### config.mk
export PLATFORM = sky130hd
export DESIGN_NAME = aes_round_ctrl
export DESIGN_NICKNAME = d
export VERILOG_FILES = /design/src/rtl/aes_pkg.sv /design/src/rtl/aes_key_wait_timer.sv /design/src/rtl/aes_round_ctrl.sv
export SDC_FILE = /design/constraint.sdc
export NUM_CORES = 1
export LEC_CHECK = 0
export CORE_MARGIN = 8
export CORE_UTILIZATION = 45
export DETAILED_ROUTE_END_ITERATION = 10
export PLACE_DENSITY = 0.77
export SYNTH_ARGS = -nofsm -noshare
export SYNTH_HDL_FRONTEND = slang
export SYNTH_SLANG_ARGS = --single-unit
### constraint.sdc
create_clock -name Clk -period 2.9 [get_ports Clk]
set_clock_uncertainty 0.1 [all_clocks]
set_input_delay 0.87 -clock Clk [delete_from_list [all_inputs] [get_ports Clk]]
set_output_delay 0.87 -clock Clk [all_outputs]
set_load 0.03 [all_outputs]
### src/rtl/aes_pkg.sv
// Shared AES-128 control definitions: sequencer states, round/key-select sizing
// and the default key-wait limit used by the controller and its neighbours.
package aes_pkg;

  localparam int AES128_ROUNDS   = 10;
  localparam int AES_KEY_SEL_W   = 4;
  localparam int AES_KEY_TIMEOUT = 16;

  typedef enum logic [2:0] {
    ST_IDLE,
    ST_KREQ,
    ST_KWAIT,
    ST_EXEC,
    ST_DONE,
    ST_FAULT
  } aes_state_e;

  // Counter width able to hold 0..n-1, never narrower than one bit.
  function automatic int cnt_w(input int n);
    return (n <= 2) ? 1 : $clog2(n);
  endfunction

endpackage

### src/rtl/aes_key_wait_timer.sv
// Counts cycles spent waiting for a round key. Cleared when the key is
// requested, advanced while waiting, and flags the last permitted wait cycle.
module aes_key_wait_timer
  import aes_pkg::*;
#(
  parameter int KEY_TIMEOUT = AES_KEY_TIMEOUT
) (
  input  logic clk,
  input  logic rst,
  input  logic clr,
  input  logic en,
  output logic expired
);

  localparam int CW = cnt_w(KEY_TIMEOUT);
  localparam logic [CW-1:0] LAST = CW'(KEY_TIMEOUT - 1);

  logic [CW-1:0] count;

  // Wait-cycle counter; saturates on the last permitted cycle so it cannot wrap.
  always_ff @(posedge clk) begin
    if (rst || clr) begin
      count <= '0;
    end else if (en && (count != LAST)) begin
      count <= count + 1'b1;
    end
  end

  assign expired = (count == LAST);

endmodule

### src/rtl/aes_round_ctrl.sv
// AES-128 block sequencer: accepts one block, walks rounds 0..NUM_ROUNDS by
// requesting each round key and strobing the datapath, then hands the
// ciphertext back. A key that never arrives parks the block in FAULT.
module aes_round_ctrl
  import aes_pkg::*;
#(
  parameter int NUM_ROUNDS  = AES128_ROUNDS,
  parameter int KEY_TIMEOUT = AES_KEY_TIMEOUT,
  parameter int RW          = AES_KEY_SEL_W
) (
  input  logic          Clk,
  input  logic          Rst,
  input  logic          In_Valid,
  output logic          In_Ready,
  output logic          Rnd_Load,
  output logic          Key_En,
  output logic [RW-1:0] Key_Sel,
  input  logic          Key_Ry,
  output logic          Rnd_En,
  output logic          Rnd_First,
  output logic          Rnd_Last,
  output logic          Out_Valid,
  input  logic          Out_Ready,
  output logic          Busy,
  output logic [RW-1:0] Round,
  output logic          Err
);

  localparam logic [RW-1:0] LAST_ROUND = RW'(NUM_ROUNDS);

  aes_state_e    state, state_nx;
  logic [RW-1:0] round, round_nx;
  logic          tmr_clr, tmr_en, tmr_expired;
  logic          last_round;

  assign last_round = (round == LAST_ROUND);

  aes_key_wait_timer #(
    .KEY_TIMEOUT(KEY_TIMEOUT)
  ) u_key_wait_timer (
    .clk     (Clk),
    .rst     (Rst),
    .clr     (tmr_clr),
    .en      (tmr_en),
    .expired (tmr_expired)
  );

  // State and round counter registers.
  always_ff @(posedge Clk) begin
    if (Rst) begin
      state <= ST_IDLE;
      round <= '0;
    end else begin
      state <= state_nx;
      round <= round_nx;
    end
  end

  // Next-state, round update and per-state strobes.
  always_comb begin
    state_nx  = state;
    round_nx  = round;
    In_Ready  = 1'b0;
    Rnd_Load  = 1'b0;
    Key_En    = 1'b0;
    Rnd_En    = 1'b0;
    Rnd_First = 1'b0;
    Rnd_Last  = 1'b0;
    Out_Valid = 1'b0;
    Err       = 1'b0;
    tmr_clr   = 1'b0;
    tmr_en    = 1'b0;
    unique case (state)
      ST_IDLE: begin
        In_Ready = 1'b1;
        Rnd_Load = In_Valid;
        if (In_Valid) begin
          round_nx = '0;
          state_nx = ST_KREQ;
        end
      end
      ST_KREQ: begin
        Key_En   = 1'b1;
        tmr_clr  = 1'b1;
        state_nx = ST_KWAIT;
      end
      ST_KWAIT: begin
        tmr_en = 1'b1;
        // A key arriving on the last permitted cycle still counts.
        if (Key_Ry) begin
          state_nx = ST_EXEC;
        end else if (tmr_expired) begin
          state_nx = ST_FAULT;
        end
      end
      ST_EXEC: begin
        Rnd_En    = 1'b1;
        Rnd_First = (round == '0);
        Rnd_Last  = last_round;
        if (last_round) begin
          state_nx = ST_DONE;
        end else begin
          round_nx = round + 1'b1;
          state_nx = ST_KREQ;
        end
      end
      ST_DONE: begin
        Out_Valid = 1'b1;
        if (Out_Ready) begin
          round_nx = '0;
          state_nx = ST_IDLE;
        end
      end
      ST_FAULT: begin
        Err = 1'b1;
      end
      default: begin
        state_nx = ST_IDLE;
        round_nx = '0;
      end
    endcase
  end

  assign Busy    = (state != ST_IDLE);
  assign Key_Sel = round;
  assign Round   = round;

endmodule

==> impl_metrics.py <==
metrics = {
    "sta": {
        "max_slew_margin": 0.663,
        "tns_ps": 0,
        "min_period_ps": 2760,
        "setup_viol": 0,
        "drv_slew": 0,
        "worst_slew_pin_slew_ps": 501,
        "max_clock_freq_mhz": 363,
        "rsz0062_at_grt": "no",
        "layout_worst_path_cycle_share": 0.951,
        "hold_violations": 0,
    },
    "synthesis": {
        "ys_seq_area_frac": 0.291,
        "synth_enable_flop_cells": 0,
        "synth-compound-area-share": 0.180,
        "synthCells": 90,
        "synthAdderAreaFrac": 0.0661,
        "synthXorXnorAreaFrac": 0.0347,
        "ys_seq_elements": 11,
        "synth_cell_type_count": 39,
        "yosys_warnings": 0,
        "muxShareOfSynthArea": 0.0132,
        "yosys.area_share.simple": 0.291,
        "syn_area_um2": 757,
        "syn_nets": 99,
        "synth_area_per_cell_um2": 8.41,
        "synthFlopType": "dfxtp_1",
        "ys_async_sr_fraction": 0,
        "synth_top_family_by_area": "simple AND/OR/NAND/NOR gates",
    },
    "cells_and_area": {
        "seq_area_um2": 220,
        "n_antenna_cell": 0,
        "nFillCells": 166,
        "layout_common_cells": "17 x clkdlybuf4s50_1, 13 x nor2_1, 11 x dfxtp_1",
        "multi_input_area_um2": 443,
        "area_growth_pct": 31.2,
        "nNetsFinal": 122,
        "final_common_cell": "clkdlybuf4s50_1",
        "drive_gt1_frac": 0.152,
        "finalInstanceArea_um2": 993,
    },
    "pwr": {
        "p_seq_frac": 0.277,
        "peakVddDrop_uv": 545,
        "power.switching_mw": 0.329,
        "internal_power_mw": 0.397,
        "p_per_area_mw_per_mm2": 730,
        "fin_total_pwr_mw": 0.726,
        "p_leak_nw": 0.457,
        "switching_share": 0.454,
        "p_clk_frac": 0.149,
        "power_frac_comb": 0.575,
    },
    "placement": {
        "globalplace.congestion": 0.874,
        "post_dp_cell_area_um2": 960,
        "io_buffers": 21,
        "hpwl_um": 1320,
    },
    "setup_path": {
        "worstPathRequired_ps": 1930,
        "cp-start-kind": "register",
        "critPathKind": "register to output port",
        "critPathMaxFanout": 6,
        "reg2reg_slack_ps": 1400,
        "cp.arrival_ps": 1790,
        "end_kind": "output port",
    },
    "clock_tree": {
        "clock-sinks": 11,
        "cts_buffer_depth": 2,
        "clk_latency_ps": 260,
        "cts_root_buf": "clkbuf_4",
        "htree_levels": 1,
        "cts_tree": "yes",
        "cts_resized": 0,
        "postCtsSetupRepairBufs": 0,
        "cts_buffers": 3,
        "cts.clk_slew.worst_paths_ps": 70,
        "cts_hold_buf": 0,
    },
    "floorplan": {
        "die_area_mm2": 0.00325,
        "dieWidth_um": 57.0,
        "core_mm2": 0.00165,
        "std_cell_rows": 15,
        "start_util": 0.458,
        "die_h_um": 57.0,
        "pin_count": 22,
    },
    "detailed_routing": {
        "antenna_left": 0,
        "totalWireLength_um": 1690,
        "dr_total_vias": 706,
        "routedWlPerCell_um": 13.1,
        "first_pass_iters": 4,
        "vias_per_cell": 5.47,
        "first_iter_violations": 18,
        "drc": 0,
    },
    "global_routing": {
        "met1_usage": 0.134,
        "grt_use_met3": 0.0399,
        "grt_max_degree": 12,
        "busiest_layer": "met2",
        "overflow": 0,
        "grtUsageMet2": 0.158,
        "grt_util_all_layers": 0.106,
        "grt_pass1_vias": 653,
        "grt_pass1_wl_um": 2910,
        "grt_antenna_before_repair": 0,
    },
    "job": {
        "maxCapViolations": 0,
    },
    "min_path": {
        "min_path_type": "register to register",
    },
    "status": {
        "status": "finished clean",
    },
}
==> area by class of cell <==
class | count | area share
flip-flops and latches | 11 | 0.222
well taps | 17 | 0.0214
repair buffers | 26 | 0.254
multi-input cells | 63 | 0.446
clock buffers | 4 | 0.0264
inverters | 8 | 0.0302
==> power by group through the flow <==
stage	Combinational, mW	Clock [mW]	Sequential, mW
after floorplan	0.292	0	0.200
after detailed placement	0.417	0	0.204
final	0.417	0.108	0.201
after global routing	0.450	0.119	0.203
after CTS	0.419	0.109	0.200
after global placement	0.416	0	0.202
==> routing by layer <==
| layer | up-vias | share of wire |
|---|---|---|
| met4 | 0 | 0.0083 |
| met2 | 19 | 0.45 |
| met3 | 2 | 0.064 |
| li1 | 353 | - |
| met1 | 332 | 0.48 |
| met5 | - | 0 |
==> sequential cells by signal, indices dropped and copies added (netlist names) <==
register	count
Key_Sel	4
state	3
u_key_wait_timer.count	4
==> path summary, 6_finish.rpt <==
path / start / endpoint / depth (start not counted)
setup / recovery: state[1] / Key_En / 4
hold / removal: u_key_wait_timer.count[3] / u_key_wait_timer.count[3] / 2
setup reg to reg: state[1] / u_key_wait_timer.count[2] / 4
hold reg to reg: u_key_wait_timer.count[3] / u_key_wait_timer.count[3] / 2
==> cells in the mapped netlist, types with 2 or more instances <==
cell,number,area share
a21oi_1,2,0.013
a31oi_1,2,0.017
buf_4,5,0.050
buf_6,2,0.030
dfxtp_1,11,0.29
ha_1,4,0.066
inv_1,7,0.035
nand2_1,4,0.020
nand3_1,3,0.020
nand4_1,2,0.017
nor2_1,13,0.064
nor2b_1,2,0.017
nor4b_1,2,0.023
o21ai_0,4,0.026
xor2_1,3,0.035
==> worst max-delay path, stage by stage, from the launching register on <==
cell and delay [ps]:
dfxtp_1 380, buf_4 180, nand2b_1 180, nor2_1 110
clkdlybuf4s50_1 680
==> metrics by stage <==
stage               utilization  setup WS [ps]  hold slack [ps]  cells
finish                    0.602            142              435    129
global route              0.602           64.0              471    129
CTS                       0.597           29.2              441    129
detailed placement        0.581            205              417    125
global placement          0.581            231              401    125
floorplan                     -            220              380     90
==> cells by family (layout without fill, tap and decap cells) <==
logic type / count (synthesis) / after routing
fa+ha+maj: 4 / 4
simple gates: 37 / 37
xor+xnor: 3 / 3
flops: 11 / 11
mux: 1 / 1
compound gates: 18 / 18
buf+inv: 16 / 38
Note: power is estimated with default switching activity, not from simulation.
